--- config.mk ---
export PLATFORM = sky130hd
export DESIGN_NAME = shift_scroll_ctrl_flat
export DESIGN_NICKNAME = d
export VERILOG_FILES = /design/src/rtl/shift_scroll_ctrl_if.sv /design/src/rtl/shift_scroll_ctrl.sv /design/src/flat_wrapper.sv
export SDC_FILE = /design/constraint.sdc
export NUM_CORES = 1
export LEC_CHECK = 0
export BUFFER_PORTS_ARGS = -buffer_cell sky130_fd_sc_hd__buf_4
export CAP_MARGIN = 20
export CORE_MARGIN = 8
export CORE_UTILIZATION = 55
export CTS_CLUSTER_DIAMETER = 120
export CTS_CLUSTER_SIZE = 25
export DETAILED_ROUTE_END_ITERATION = 12
export PLACE_DENSITY_LB_ADDON = 0.12
export SETUP_SLACK_MARGIN = 0.02
export SYNTH_ARGS = -nofsm -noshare
export SYNTH_HDL_FRONTEND = slang
export SYNTH_SLANG_ARGS = --single-unit
--- constraint.sdc ---
create_clock -name clk -period 2.9 [get_ports clk]
set_clock_uncertainty 0.2 [all_clocks]
set_input_delay 0.145 -clock clk [delete_from_list [all_inputs] [get_ports clk]]
set_output_delay 0.145 -clock clk [all_outputs]
set_load 0.01 [all_outputs]
--- src/rtl/shift_scroll_ctrl_if.sv ---
// rtl/shift_scroll_ctrl_if.sv - result/display bus between measurement FSM, sequencer and shifter
interface shift_scroll_ctrl_if;
  logic       result_valid;
  logic [3:0] result_digit_2;
  logic [3:0] result_digit_1;
  logic [3:0] result_digit_0;
  logic       clear;
  logic       shift_enable;
  logic [3:0] hold_digit_2;
  logic [3:0] hold_digit_1;
  logic [3:0] hold_digit_0;
  logic       disp_sel;
  logic       blank;
  logic [1:0] step_pos;
  logic       bcd_err;

  // Measurement-FSM side: supplies results and clear, observes display state
  modport master (
    output result_valid, result_digit_2, result_digit_1, result_digit_0, clear,
    input  shift_enable, hold_digit_2, hold_digit_1, hold_digit_0,
           disp_sel, blank, step_pos, bcd_err
  );

  // Sequencer side
  modport slave (
    input  result_valid, result_digit_2, result_digit_1, result_digit_0, clear,
    output shift_enable, hold_digit_2, hold_digit_1, hold_digit_0,
           disp_sel, blank, step_pos, bcd_err
  );
endinterface

--- src/rtl/shift_scroll_ctrl.sv ---
// rtl/shift_scroll_ctrl.sv - reaction-time display sequencer (static / scrolling / blank)
module shift_scroll_ctrl #(
  parameter int TICK_DIV     = 10_000_000,
  parameter int STATIC_TICKS = 30,
  parameter int SCROLL_LOOPS = 3
) (
  input  logic               clk,
  input  logic               rstn,
  shift_scroll_ctrl_if.slave bus
);

  localparam int PW = $clog2(TICK_DIV);
  localparam int TW = (STATIC_TICKS > 1) ? $clog2(STATIC_TICKS) : 1;
  localparam int LW = $clog2(SCROLL_LOOPS + 1);

  localparam logic [PW-1:0] PRESC_MAX = PW'(TICK_DIV - 1);
  localparam logic [PW-1:0] PRESC_ONE = PW'(1);
  localparam logic [TW-1:0] TICK_LAST = TW'(STATIC_TICKS - 1);
  localparam logic [TW-1:0] TICK_ONE  = TW'(1);
  localparam logic [LW-1:0] LOOP_LAST = LW'(SCROLL_LOOPS);
  localparam logic [LW-1:0] LOOP_ONE  = LW'(1);

  typedef enum logic [1:0] {
    S_IDLE   = 2'd0,
    S_STATIC = 2'd1,
    S_SCROLL = 2'd2
  } state_t;

  state_t        r_state;
  state_t        w_state_nxt;

  logic [PW-1:0] r_presc,    w_presc_nxt;
  logic [TW-1:0] r_tick_cnt, w_tick_cnt_nxt;
  logic [LW-1:0] r_loop_cnt, w_loop_nxt;
  logic [1:0]    r_step_pos, w_step_nxt;
  logic          r_shift_en, w_shift_en_nxt;
  logic [3:0]    r_hold_2,   w_hold_2_nxt;
  logic [3:0]    r_hold_1,   w_hold_1_nxt;
  logic [3:0]    r_hold_0,   w_hold_0_nxt;
  logic          r_disp_sel, w_disp_sel_nxt;
  logic          r_blank,    w_blank_nxt;
  logic          r_bcd_err,  w_bcd_err_nxt;

  logic w_digits_ok;
  logic w_accept;
  logic w_reject;
  logic w_tick;
  logic w_static_done;
  logic w_scroll_done;

  // clear masks the result entirely, so a simultaneous bad digit raises no error
  assign w_digits_ok   = (bus.result_digit_2 <= 4'd9) && (bus.result_digit_1 <= 4'd9) &&
                         (bus.result_digit_0 <= 4'd9);
  assign w_accept      = bus.result_valid && !bus.clear && w_digits_ok;
  assign w_reject      = bus.result_valid && !bus.clear && !w_digits_ok;
  assign w_tick        = (r_state != S_IDLE) && (r_presc == PRESC_MAX);
  assign w_static_done = (r_state == S_STATIC) && w_tick && (r_tick_cnt == TICK_LAST);
  // Finish one cycle after the pulse that completed the last rotation
  assign w_scroll_done = (r_state == S_SCROLL) && r_shift_en && (r_loop_cnt == LOOP_LAST);

  // State register
  always_ff @(posedge clk or negedge rstn) begin
    if (!rstn) r_state <= S_IDLE;
    else       r_state <= w_state_nxt;
  end

  // Next-state: clear beats a new result, a new result beats normal sequencing
  always_comb begin
    w_state_nxt = r_state;
    if (bus.clear) begin
      w_state_nxt = S_IDLE;
    end else if (w_accept) begin
      w_state_nxt = (bus.result_digit_2 == 4'd0) ? S_STATIC : S_SCROLL;
    end else begin
      case (r_state)
        S_STATIC: if (w_static_done) w_state_nxt = S_IDLE;
        S_SCROLL: if (w_scroll_done) w_state_nxt = S_IDLE;
        default:  w_state_nxt = S_IDLE;
      endcase
    end
  end

  // Output/datapath next values; every output is taken from a register below
  always_comb begin
    w_hold_2_nxt   = r_hold_2;
    w_hold_1_nxt   = r_hold_1;
    w_hold_0_nxt   = r_hold_0;
    w_presc_nxt    = (r_state == S_IDLE || w_tick) ? '0 : r_presc + PRESC_ONE;
    w_tick_cnt_nxt = r_tick_cnt;
    w_loop_nxt     = r_loop_cnt;
    w_step_nxt     = r_step_pos;
    w_shift_en_nxt = 1'b0;
    w_bcd_err_nxt  = w_reject;
    if (w_state_nxt == S_IDLE) begin
      w_presc_nxt    = '0;
      w_tick_cnt_nxt = '0;
      w_loop_nxt     = '0;
      w_step_nxt     = 2'd0;
    end else if (w_accept) begin
      w_hold_2_nxt   = bus.result_digit_2;
      w_hold_1_nxt   = bus.result_digit_1;
      w_hold_0_nxt   = bus.result_digit_0;
      w_presc_nxt    = '0;
      w_tick_cnt_nxt = '0;
      w_loop_nxt     = '0;
      w_step_nxt     = 2'd0;
    end else if (r_state == S_SCROLL && w_tick) begin
      w_shift_en_nxt = 1'b1;
      if (r_step_pos == 2'd2) begin
        w_step_nxt = 2'd0;
        w_loop_nxt = r_loop_cnt + LOOP_ONE;
      end else begin
        w_step_nxt = r_step_pos + 2'd1;
      end
    end else if (r_state == S_STATIC && w_tick) begin
      w_tick_cnt_nxt = r_tick_cnt + TICK_ONE;
    end
    w_blank_nxt    = (w_state_nxt == S_IDLE);
    w_disp_sel_nxt = (w_state_nxt == S_SCROLL);
  end

  // Datapath and output registers
  always_ff @(posedge clk or negedge rstn) begin
    if (!rstn) begin
      r_presc    <= '0;
      r_tick_cnt <= '0;
      r_loop_cnt <= '0;
      r_step_pos <= 2'd0;
      r_shift_en <= 1'b0;
      r_hold_2   <= 4'd0;
      r_hold_1   <= 4'd0;
      r_hold_0   <= 4'd0;
      r_disp_sel <= 1'b0;
      r_blank    <= 1'b1;
      r_bcd_err  <= 1'b0;
    end else begin
      r_presc    <= w_presc_nxt;
      r_tick_cnt <= w_tick_cnt_nxt;
      r_loop_cnt <= w_loop_nxt;
      r_step_pos <= w_step_nxt;
      r_shift_en <= w_shift_en_nxt;
      r_hold_2   <= w_hold_2_nxt;
      r_hold_1   <= w_hold_1_nxt;
      r_hold_0   <= w_hold_0_nxt;
      r_disp_sel <= w_disp_sel_nxt;
      r_blank    <= w_blank_nxt;
      r_bcd_err  <= w_bcd_err_nxt;
    end
  end

  assign bus.shift_enable = r_shift_en;
  assign bus.hold_digit_2 = r_hold_2;
  assign bus.hold_digit_1 = r_hold_1;
  assign bus.hold_digit_0 = r_hold_0;
  assign bus.disp_sel     = r_disp_sel;
  assign bus.blank        = r_blank;
  assign bus.step_pos     = r_step_pos;
  assign bus.bcd_err      = r_bcd_err;

endmodule

--- src/flat_wrapper.sv ---
// flat-port wrapper written by rule: the top's interface ports become plain ports
module shift_scroll_ctrl_flat 
#(
  parameter int TICK_DIV     = 10_000_000,
  parameter int STATIC_TICKS = 30,
  parameter int SCROLL_LOOPS = 3
)
  (clk, rstn, bus_result_valid, bus_result_digit_2, bus_result_digit_1, bus_result_digit_0, bus_clear, bus_shift_enable, bus_hold_digit_2, bus_hold_digit_1, bus_hold_digit_0, bus_disp_sel, bus_blank, bus_step_pos, bus_bcd_err);
  shift_scroll_ctrl_if bus_i ();
  input  logic clk;
  input  logic rstn;
  input wire logic [$bits(bus_i.result_valid)-1:0] bus_result_valid;
  input wire logic [$bits(bus_i.result_digit_2)-1:0] bus_result_digit_2;
  input wire logic [$bits(bus_i.result_digit_1)-1:0] bus_result_digit_1;
  input wire logic [$bits(bus_i.result_digit_0)-1:0] bus_result_digit_0;
  input wire logic [$bits(bus_i.clear)-1:0] bus_clear;
  output wire logic [$bits(bus_i.shift_enable)-1:0] bus_shift_enable;
  output wire logic [$bits(bus_i.hold_digit_2)-1:0] bus_hold_digit_2;
  output wire logic [$bits(bus_i.hold_digit_1)-1:0] bus_hold_digit_1;
  output wire logic [$bits(bus_i.hold_digit_0)-1:0] bus_hold_digit_0;
  output wire logic [$bits(bus_i.disp_sel)-1:0] bus_disp_sel;
  output wire logic [$bits(bus_i.blank)-1:0] bus_blank;
  output wire logic [$bits(bus_i.step_pos)-1:0] bus_step_pos;
  output wire logic [$bits(bus_i.bcd_err)-1:0] bus_bcd_err;
  assign bus_i.result_valid = bus_result_valid;
  assign bus_i.result_digit_2 = bus_result_digit_2;
  assign bus_i.result_digit_1 = bus_result_digit_1;
  assign bus_i.result_digit_0 = bus_result_digit_0;
  assign bus_i.clear = bus_clear;
  assign bus_shift_enable = bus_i.shift_enable;
  assign bus_hold_digit_2 = bus_i.hold_digit_2;
  assign bus_hold_digit_1 = bus_i.hold_digit_1;
  assign bus_hold_digit_0 = bus_i.hold_digit_0;
  assign bus_disp_sel = bus_i.disp_sel;
  assign bus_blank = bus_i.blank;
  assign bus_step_pos = bus_i.step_pos;
  assign bus_bcd_err = bus_i.bcd_err;
  shift_scroll_ctrl #(.TICK_DIV(TICK_DIV), .STATIC_TICKS(STATIC_TICKS), .SCROLL_LOOPS(SCROLL_LOOPS)) u_core (.clk(clk), .rstn(rstn), .bus(bus_i));
endmodule
# Word level (Yosys, flattened, before mapping)
# Cells that the tools add are included.
# op_classes
n_shift	0
n_eq_ne	8
magnitude_cmp	3
div	0
n_bitwise	1
addsub	4
muxes	24
n_reduce_logical	24
multipliers	0
# ops
operator	count
$mux 24	3
$mux 2	13
$add 24x1->24 const B	1
$eq 24x24->1 const B	1
$mux 5	4
$le 4x4->1 const B	3
$logic_and 1x1->1	11
$reduce_bool 3->1	3
$eq 2x2->1 const B	4
$reduce_and 2->1	3
$add 5x1->5 const B	1
$eq 5x5->1 const B	1
$add 2x1->2 const B	2
$logic_not 2->1	2
$logic_not 4->1	1
$pmux 2 s2	1
$mux 1	3
$ne 3x1->1 const B	1
$eq 2x1->1 const B	1
$logic_not 1->1	2
$reduce_bool 2->1	1
$logic_or 1x1->1	1
$not 1->1	1
# totals
rom_bits	0
in_bits	16
mem_bits_rw	0
out_inout_bits	18
mem_count	0
latch_bits	0
ff_bits	51

# Longest topological paths before layout
# Gate-level depths: netlist of run 1.
# logic_depth
word_depth	11
mapped_depth	8

# Least setup slack after synthesis of run 1
# OpenSTA, ideal clock, no wires.
# synth_timing
kind	reg-to-reg
from	register u_core.r_presc[11]
to	register u_core.r_loop_cnt[1]
t_arrival_ns	2.127
path_stages_with_launch	7
slack_ns	0.454
synth_period_minus_slack_ns	2.446
required_time_ns	2.581
path_cell_list	dfrtp_1 > or4b_1 > or4_4 > buf_6 > nor4b_4 > mux2i_1 > nor2_2
# synth_via
elab_chain_cells	11
elab_cells_between_ends	14
# synth_rtl
item	line_no	source
start: declaration	shift_scroll_ctrl.sv:32	logic [PW-1:0] r_presc, w_presc_nxt;
start signal: assignment	shift_scroll_ctrl.sv:137	r_presc <= w_presc_nxt;
$eq 24x24->1 (*)	shift_scroll_ctrl.sv:56	assign w_tick = (r_state != S_IDLE) && (r_presc == PRESC_MAX);
$logic_and 1x1->1 (*)	shift_scroll_ctrl.sv:56	
$logic_and 1x1->1 (2 in a row)	shift_scroll_ctrl.sv:57	assign w_static_done = (r_state == S_STATIC) && w_tick && (r_tick_cnt == TICK_LAST);
$mux 2	shift_scroll_ctrl.sv:76	S_STATIC: if (w_static_done) w_state_nxt = S_IDLE;
$pmux 2 s2	shift_scroll_ctrl.sv:75	case (r_state)
$mux 2	shift_scroll_ctrl.sv:72	end else if (w_accept) begin
$mux 2	shift_scroll_ctrl.sv:70	if (bus.clear) begin
$logic_not 2->1	shift_scroll_ctrl.sv:94	if (w_state_nxt == S_IDLE) begin
$reduce_bool 3->1 (no line)	-	
$reduce_and 2->1 (no line)	-	
end signal: assignment	shift_scroll_ctrl.sv:139	r_loop_cnt <= w_loop_nxt;
end: declaration	shift_scroll_ctrl.sv:34	logic [LW-1:0] r_loop_cnt, w_loop_nxt;
# Every way passes the cells marked *; elsewhere a longest branch is shown, timed or not.
# A chain may end at the register's enable or synchronous reset.

# Worst setup path in the final report of run 1
# layout_timing
from	register u_core.r_presc[13]
to	register u_core.r_presc[17]
# layout_via
elab_chain_cells	10
elab_cells_between_ends	14
# layout_rtl
item	line_no
$eq 24x24->1	shift_scroll_ctrl.sv:56
$logic_and 1x1->1	shift_scroll_ctrl.sv:56
$logic_and 1x1->1 (2 in a row)	shift_scroll_ctrl.sv:57
$mux 2	shift_scroll_ctrl.sv:76
$pmux 2 s2	shift_scroll_ctrl.sv:75
$mux 2	shift_scroll_ctrl.sv:72
$mux 2	shift_scroll_ctrl.sv:70
$logic_not 2->1	shift_scroll_ctrl.sv:94
$mux 24 (*)	shift_scroll_ctrl.sv:94
named net u_core.w_presc_nxt[17]	shift_scroll_ctrl.sv:32
# The timed path passes the listed nets; every way through them passes the cells marked *.

==> results.yml, run 1 <==
detailed_routing:
  routed_wirelength_um: 5250
  routedWlPerCell_um: 15.4
  drtIter0Drc: 121
  drc_errors: 0
  dr.pass1.iters: 4
  via_per_inst: 5.58
  vias: 1902
  drtAntennaViolNets: 0
placed_design:
  place_ws_ns: 0.323
  hpwlAfterDp_um: 3640
  port_buffers: 33
  gp_congestion: 0.848
floorplan:
  dieArea_um2: 6990
  dieHeight_um: 83.6
  floorplan.initialDensity: 0.573
  placementRows: 24
  io_pins: 34
  core_area_um2: 4380
  dieWidth_um: 83.6
clock_network:
  postCtsSetupBuffers: 0
  cts_tree: "yes"
  cts.repair.resized: 0
  path_clk_slew_ns: 0.09
  cts_inserted_buffers: 5
  ctsHoldBuffers: 17
  insertion_delay_ns: 0.30
  h-tree-depth: 2
  cts.path.max_buffers: 2
  cts_sinks: 51
  cts_root_buf: "clkbuf_8"
layout:
  syn_to_final_growth_pct: 21.5
  fillCellCount: 342
  final_util: 0.696
  diodes: 0
  mostFrequentLayoutCell: "dfrtp_1"
  final_nets: 311
  layout_common_cells: "dfrtp_1 (50), nor2_1 (34), buf_4 (34)"
  drive_gt1_frac: 0.215
  multi_input_area_um2: 1170
  regArea_um2: 1280
sta:
  fmax_ghz: 0.391
  worst_pin_slew_ns: 0.751
  hold_viol: 0
  whs_ns: 0.175
  min_period_ns: 2.56
  setup_slack_ns: 0.340
  maxSlewHeadroom: 0.499
  drv_slew: 0
  fin_crit_sh: 0.883
  rsz0062_at_grt: "no"
  tns_ns: 0
  setup_violations: 0
power_and_ir_drop:
  total_power_mw: 1.38
  vdd_ir_drop_max_mv: 0.387
  p_leak_nw: 1.29
  power.density_nw_per_um2: 453
logic_synthesis:
  synthDistinctLibCells: 43
  synth_top_area_share: 0.498
  synth_area_leader_cell: "dfrtp_1"
  ys_seq_area_frac: 0.508
  synthCells: 235
  synthArstFlopShare: 1.00
  syn-cell-area_um2: 2510
  yosys-top-cells-area: "dfrtp_1 (50%), xnor2_1 (5.9%), mux2_2 (5.4%)"
  synth_warnings: 0
  syn_nets: 258
  synth_edf_count: 0
  ys.flop_type: "dfrtp_1"
  syn_avg_cell_area_um2: 10.7
  yosys_register_bits: 51
global_routing:
  grt_pass1_vias: 1969
  grt_overflow: 0
  grt_max_degree: 52
  grt_pass1_wl_um: 9180
  grt.total_usage: 0.155
  grt_antenna_before_repair: 0
setup_path:
  crit_path_max_incr_delay_ns: 0.70
  path_cells: "or4b_1 -> nor4_1 -> a211o_1 -> nor2_1"
  critical_path.startpoint: "u_core.r_presc[13]$_DFF_PN0_"
  critPathArrivalTime_ns: 2.52
  end_kind: "flip-flop"
  regToRegStartpoint: "u_core.r_presc[13]$_DFF_PN0_"
  cp_data_required_time_ns: 2.86
  worstSetupPathType: "reg2reg"
  start_kind: "flip-flop"
  cp_slowest_cell: "a211o_1"
  crit_path_max_fanout: 24
hold_path:
  hp-class: "in2async"
run_status:
  status: "finished, final reports clean"
job:
  drv_cap: 0
where the power goes:
group | internal [mW] | switching (mW)
clock network | 0.166 | 0.231
registers | 0.757 | 0.0244
logic | 0.119 | 0.0861
through the flow:
stage,std cells,instance area [µm²]
floorplan,235,2510
global placement,316,2800
detailed placement,316,2800
CTS,341,3050
global route,341,3050
finish,341,3050
worst max-delay path, delay by kind of cell (launching register included):
kind            cells  cell delay [ns]
simple gates        3             1.08
compound gates      1             0.70
flops               1             0.44
Yosys cell counts, types with 2 or more instances:
cell,instances
nand2_1,11
xor2_1,10
nor2_1,34
a21oi_1,2
xnor2_1,17
buf_6,2
and3_2,2
mux2_2,12
nor4_1,6
nor3_1,6
o21ai_0,6
inv_1,9
dfrtp_1,50
and3_1,4
nand3_1,13
ha_1,7
and4_1,2
nand4_1,11
nor2_2,2
clkbuf_1,3
nor3b_1,3
or4_1,2
sequential cells by signal (all words and copies together) (netlist names):
register and cells:
u_core.r_state 2, u_core.bus.hold_digit_1 4, u_core.bus.hold_digit_0 4, u_core.bus.disp_sel 1, u_core.bus.bcd_err 1, u_core.r_loop_cnt 2
u_core.bus.shift_enable 1, u_core.r_tick_cnt 5, u_core.bus.blank 1, u_core.r_presc 24, u_core.bus.step_pos 2, u_core.bus.hold_digit_2 4
worst paths after layout:
kind	slack (ns)	cells past startpoint	endpoint
min in group clk	0.32	1	u_core.bus.hold_digit_2[2]$_DFFE_PN0P_
setup / recovery	0.34	4	u_core.r_presc[17]$_DFF_PN0_
max in group asynchronous	1.88	2	u_core.r_loop_cnt[0]$_DFFE_PN0P_
hold reg to reg	0.32	1	u_core.bus.hold_digit_2[2]$_DFFE_PN0P_
hold / removal	0.17	2	u_core.r_presc[22]$_DFF_PN0_
setup reg to reg	0.34	4	u_core.r_presc[17]$_DFF_PN0_
kinds of logic after synthesis:
| family | synth area share |
|---|---|
| buf+inv | 0.0269 |
| mux | 0.0578 |
| flops | 0.508 |
| compound gates | 0.0349 |
| xor+xnor | 0.0941 |
| simple gates | 0.243 |
| fa+ha+maj | 0.0349 |
final cells by class:
class                      instances  area share
sequential                        51       0.418
multi-input combinational        170       0.382
timing repair buffer              51       0.139
clock buffer                       5      0.0225
tap                               52      0.0213
inverter                           9      0.0111
clock inverter                     3     0.00492
layer usage:
metal,vias up,routed length [µm],track usage
li1,924,-,-
met1,933,2320,0.189
met2,38,2580,0.255
met3,7,285,0.0537
met4,0,63,0.0392
met5,-,0,0
(Power assumes the default switching activity.)
==> run 2: changes to the inputs <==
- CORE_UTILIZATION: 55 -> 50
==> results.yml, run 2 (same netlist as run 1, synthesis figures left out) <==
setup_path:
  crit_path_max_fanout: 24
  r2r_end: "u_core.r_presc[13]$_DFF_PN0_"
  timing.reg2reg.setup_slack_ns: 0.26
  rr_worst_depth: 4
  start_kind: "flip-flop"
  end_kind: "flip-flop"
  regToRegStartpoint: "u_core.r_presc[13]$_DFF_PN0_"
  worstSetupPathType: "reg2reg"
  critPathArrivalTime_ns: 2.59
  cp_data_required_time_ns: 2.84
sta:
  worst_pin_slew_ns: 0.776
  fmax_ghz: 0.378
  tns_ns: 0
  maxSlewHeadroom: 0.483
  setup_slack_ns: 0.257
  hold_viol: 0
  drv_slew: 0
  fin_crit_sh: 0.911
  min_period_ns: 2.64
  setup_violations: 0
  whs_ns: 0.217
  rsz0062_at_grt: "no"
layout:
  mostFrequentLayoutCell: "dfrtp_1"
  fillCellCount: 404
  largest_register: "u_core.r_presc"
  syn_to_final_growth_pct: 22.0
  final_nets: 310
  diodes: 0
  layout_common_cells: "dfrtp_1 (50), nor2_1 (34), buf_4 (33)"
  largest_registers: "u_core.r_presc (24), u_core.r_tick_cnt (5)"
  largest_register_ffs: 24
  drive_gt1_frac: 0.201
global_routing:
  grt_max_degree: 52
  grt.total_usage: 0.146
  grt_overflow: 0
  grt_antenna_before_repair: 0
  grt_pass1_wl_um: 8820
  grt_pass1_vias: 1856
clock_network:
  h-tree-depth: 2
  cts_tree: "yes"
  cts_root_buf: "clkbuf_8"
  cts.path.max_buffers: 2
  path_clk_slew_ns: 0.08
  postCtsSetupBuffers: 0
  insertion_delay_ns: 0.29
  cts_inserted_buffers: 5
  cts_sinks: 51
  cts.repair.resized: 0
run_status:
  status: "finished, final reports clean"
detailed_routing:
  vias: 1864
  via_per_inst: 5.21
  drtAntennaViolNets: 0
  drtIter0Drc: 53
  drc_errors: 0
  dr.pass1.iters: 4
  routedWlPerCell_um: 14.5
  routed_wirelength_um: 5180
power_and_ir_drop:
  p_leak_nw: 1.27
  vdd_ir_drop_max_mv: 0.311
  power.density_nw_per_um2: 446
floorplan:
  dieWidth_um: 86.9
  core_area_um2: 4980
  io_pins: 34
  placementRows: 26
  floorplan.initialDensity: 0.505
  dieHeight_um: 86.9
  dieArea_um2: 7550
placed_design:
  place_ws_ns: 0.271
  gp_congestion: 0.851
  port_buffers: 33
  hpwlAfterDp_um: 3530
job:
  drv_cap: 0
hold_path:
  hp-class: "in2async"
[run 2: changes by cell type in the layout (fill, tap and decap cells not counted)]
cell	previous run	this run
clkbuf_1	0	3
buf_4	34	33
clkinv_2	3	0
[run 2: layer usage]
layer / vias up / global-route usage / part of all wire
li1: 932 / - / -
met1: 897 / 0.190 / 0.46
met2: 29 / 0.237 / 0.49
met3: 6 / 0.0311 / 0.036
met4: 0 / 0.0407 / 0.0093
met5: - / 0 / 0
[run 2: final cells by class]
type | instances | area (µm²) | share of cell area
Sequential cell | 51 | 1280 | 0.417
Inverter | 9 | 33.8 | 0.0110
Timing Repair Buffer | 50 | 418 | 0.136
Multi-Input combinational cell | 170 | 1170 | 0.381
Clock buffer | 8 | 80.1 | 0.0261
Tap cell | 70 | 87.6 | 0.0286
[run 2: how the worst max path moves through the flow]
stage                                  from                               end  slack (ns)  depth (start not counted)
2_1_floorplan  u_core.r_presc[11]$_DFF_PN0_  u_core.r_loop_cnt[1]$_DFFE_PN0P_        0.45                          6
3_5_place_dp   u_core.r_presc[13]$_DFF_PN0_      u_core.r_presc[13]$_DFF_PN0_        0.27                          4
5_1_grt        u_core.r_presc[11]$_DFF_PN0_      u_core.r_presc[16]$_DFF_PN0_        0.04                          4
6_report       u_core.r_presc[13]$_DFF_PN0_      u_core.r_presc[13]$_DFF_PN0_        0.26                          4
3_3_place_gp   u_core.r_presc[11]$_DFF_PN0_      u_core.r_presc[18]$_DFF_PN0_        0.40                          4
4_1_cts        u_core.r_presc[13]$_DFF_PN0_      u_core.r_presc[13]$_DFF_PN0_        0.26                          4
[run 2: timing repair]
action,CTS,global route
hold buffers,17,0
endpoints found under the hold margin,66,0
setup endpoints to repair,0,0
[run 2: metrics by stage]
step | area [µm²] | instances | util | power [mW]
6_report | 3060 | 358 | 0.616 | 1.37
5_1_grt | 3060 | 358 | 0.616 | 1.44
4_1_cts | 3060 | 358 | 0.616 | 1.39
3_5_place_dp | 2810 | 333 | 0.565 | 0.983
3_3_place_gp | 2810 | 333 | 0.565 | 0.980
2_1_floorplan | 2510 | 235 | - | 0.865
[run 2: power breakdown]
group	internal (mW)	switching, mW	total [mW]	leakage [nW]
clock	0.172	0.211	0.383	0.0395
sequential	0.757	0.0212	0.778	0.684
combinational	0.120	0.0862	0.206	0.548
total	1.05	0.319	1.37	1.27
[run 2: critical path: stages, from the launching register on]
cell     delay (ns)
dfrtp_1        0.44
or4b_1         0.53
nor4_1         0.46
a211o_1        0.72
nor2_1         0.14
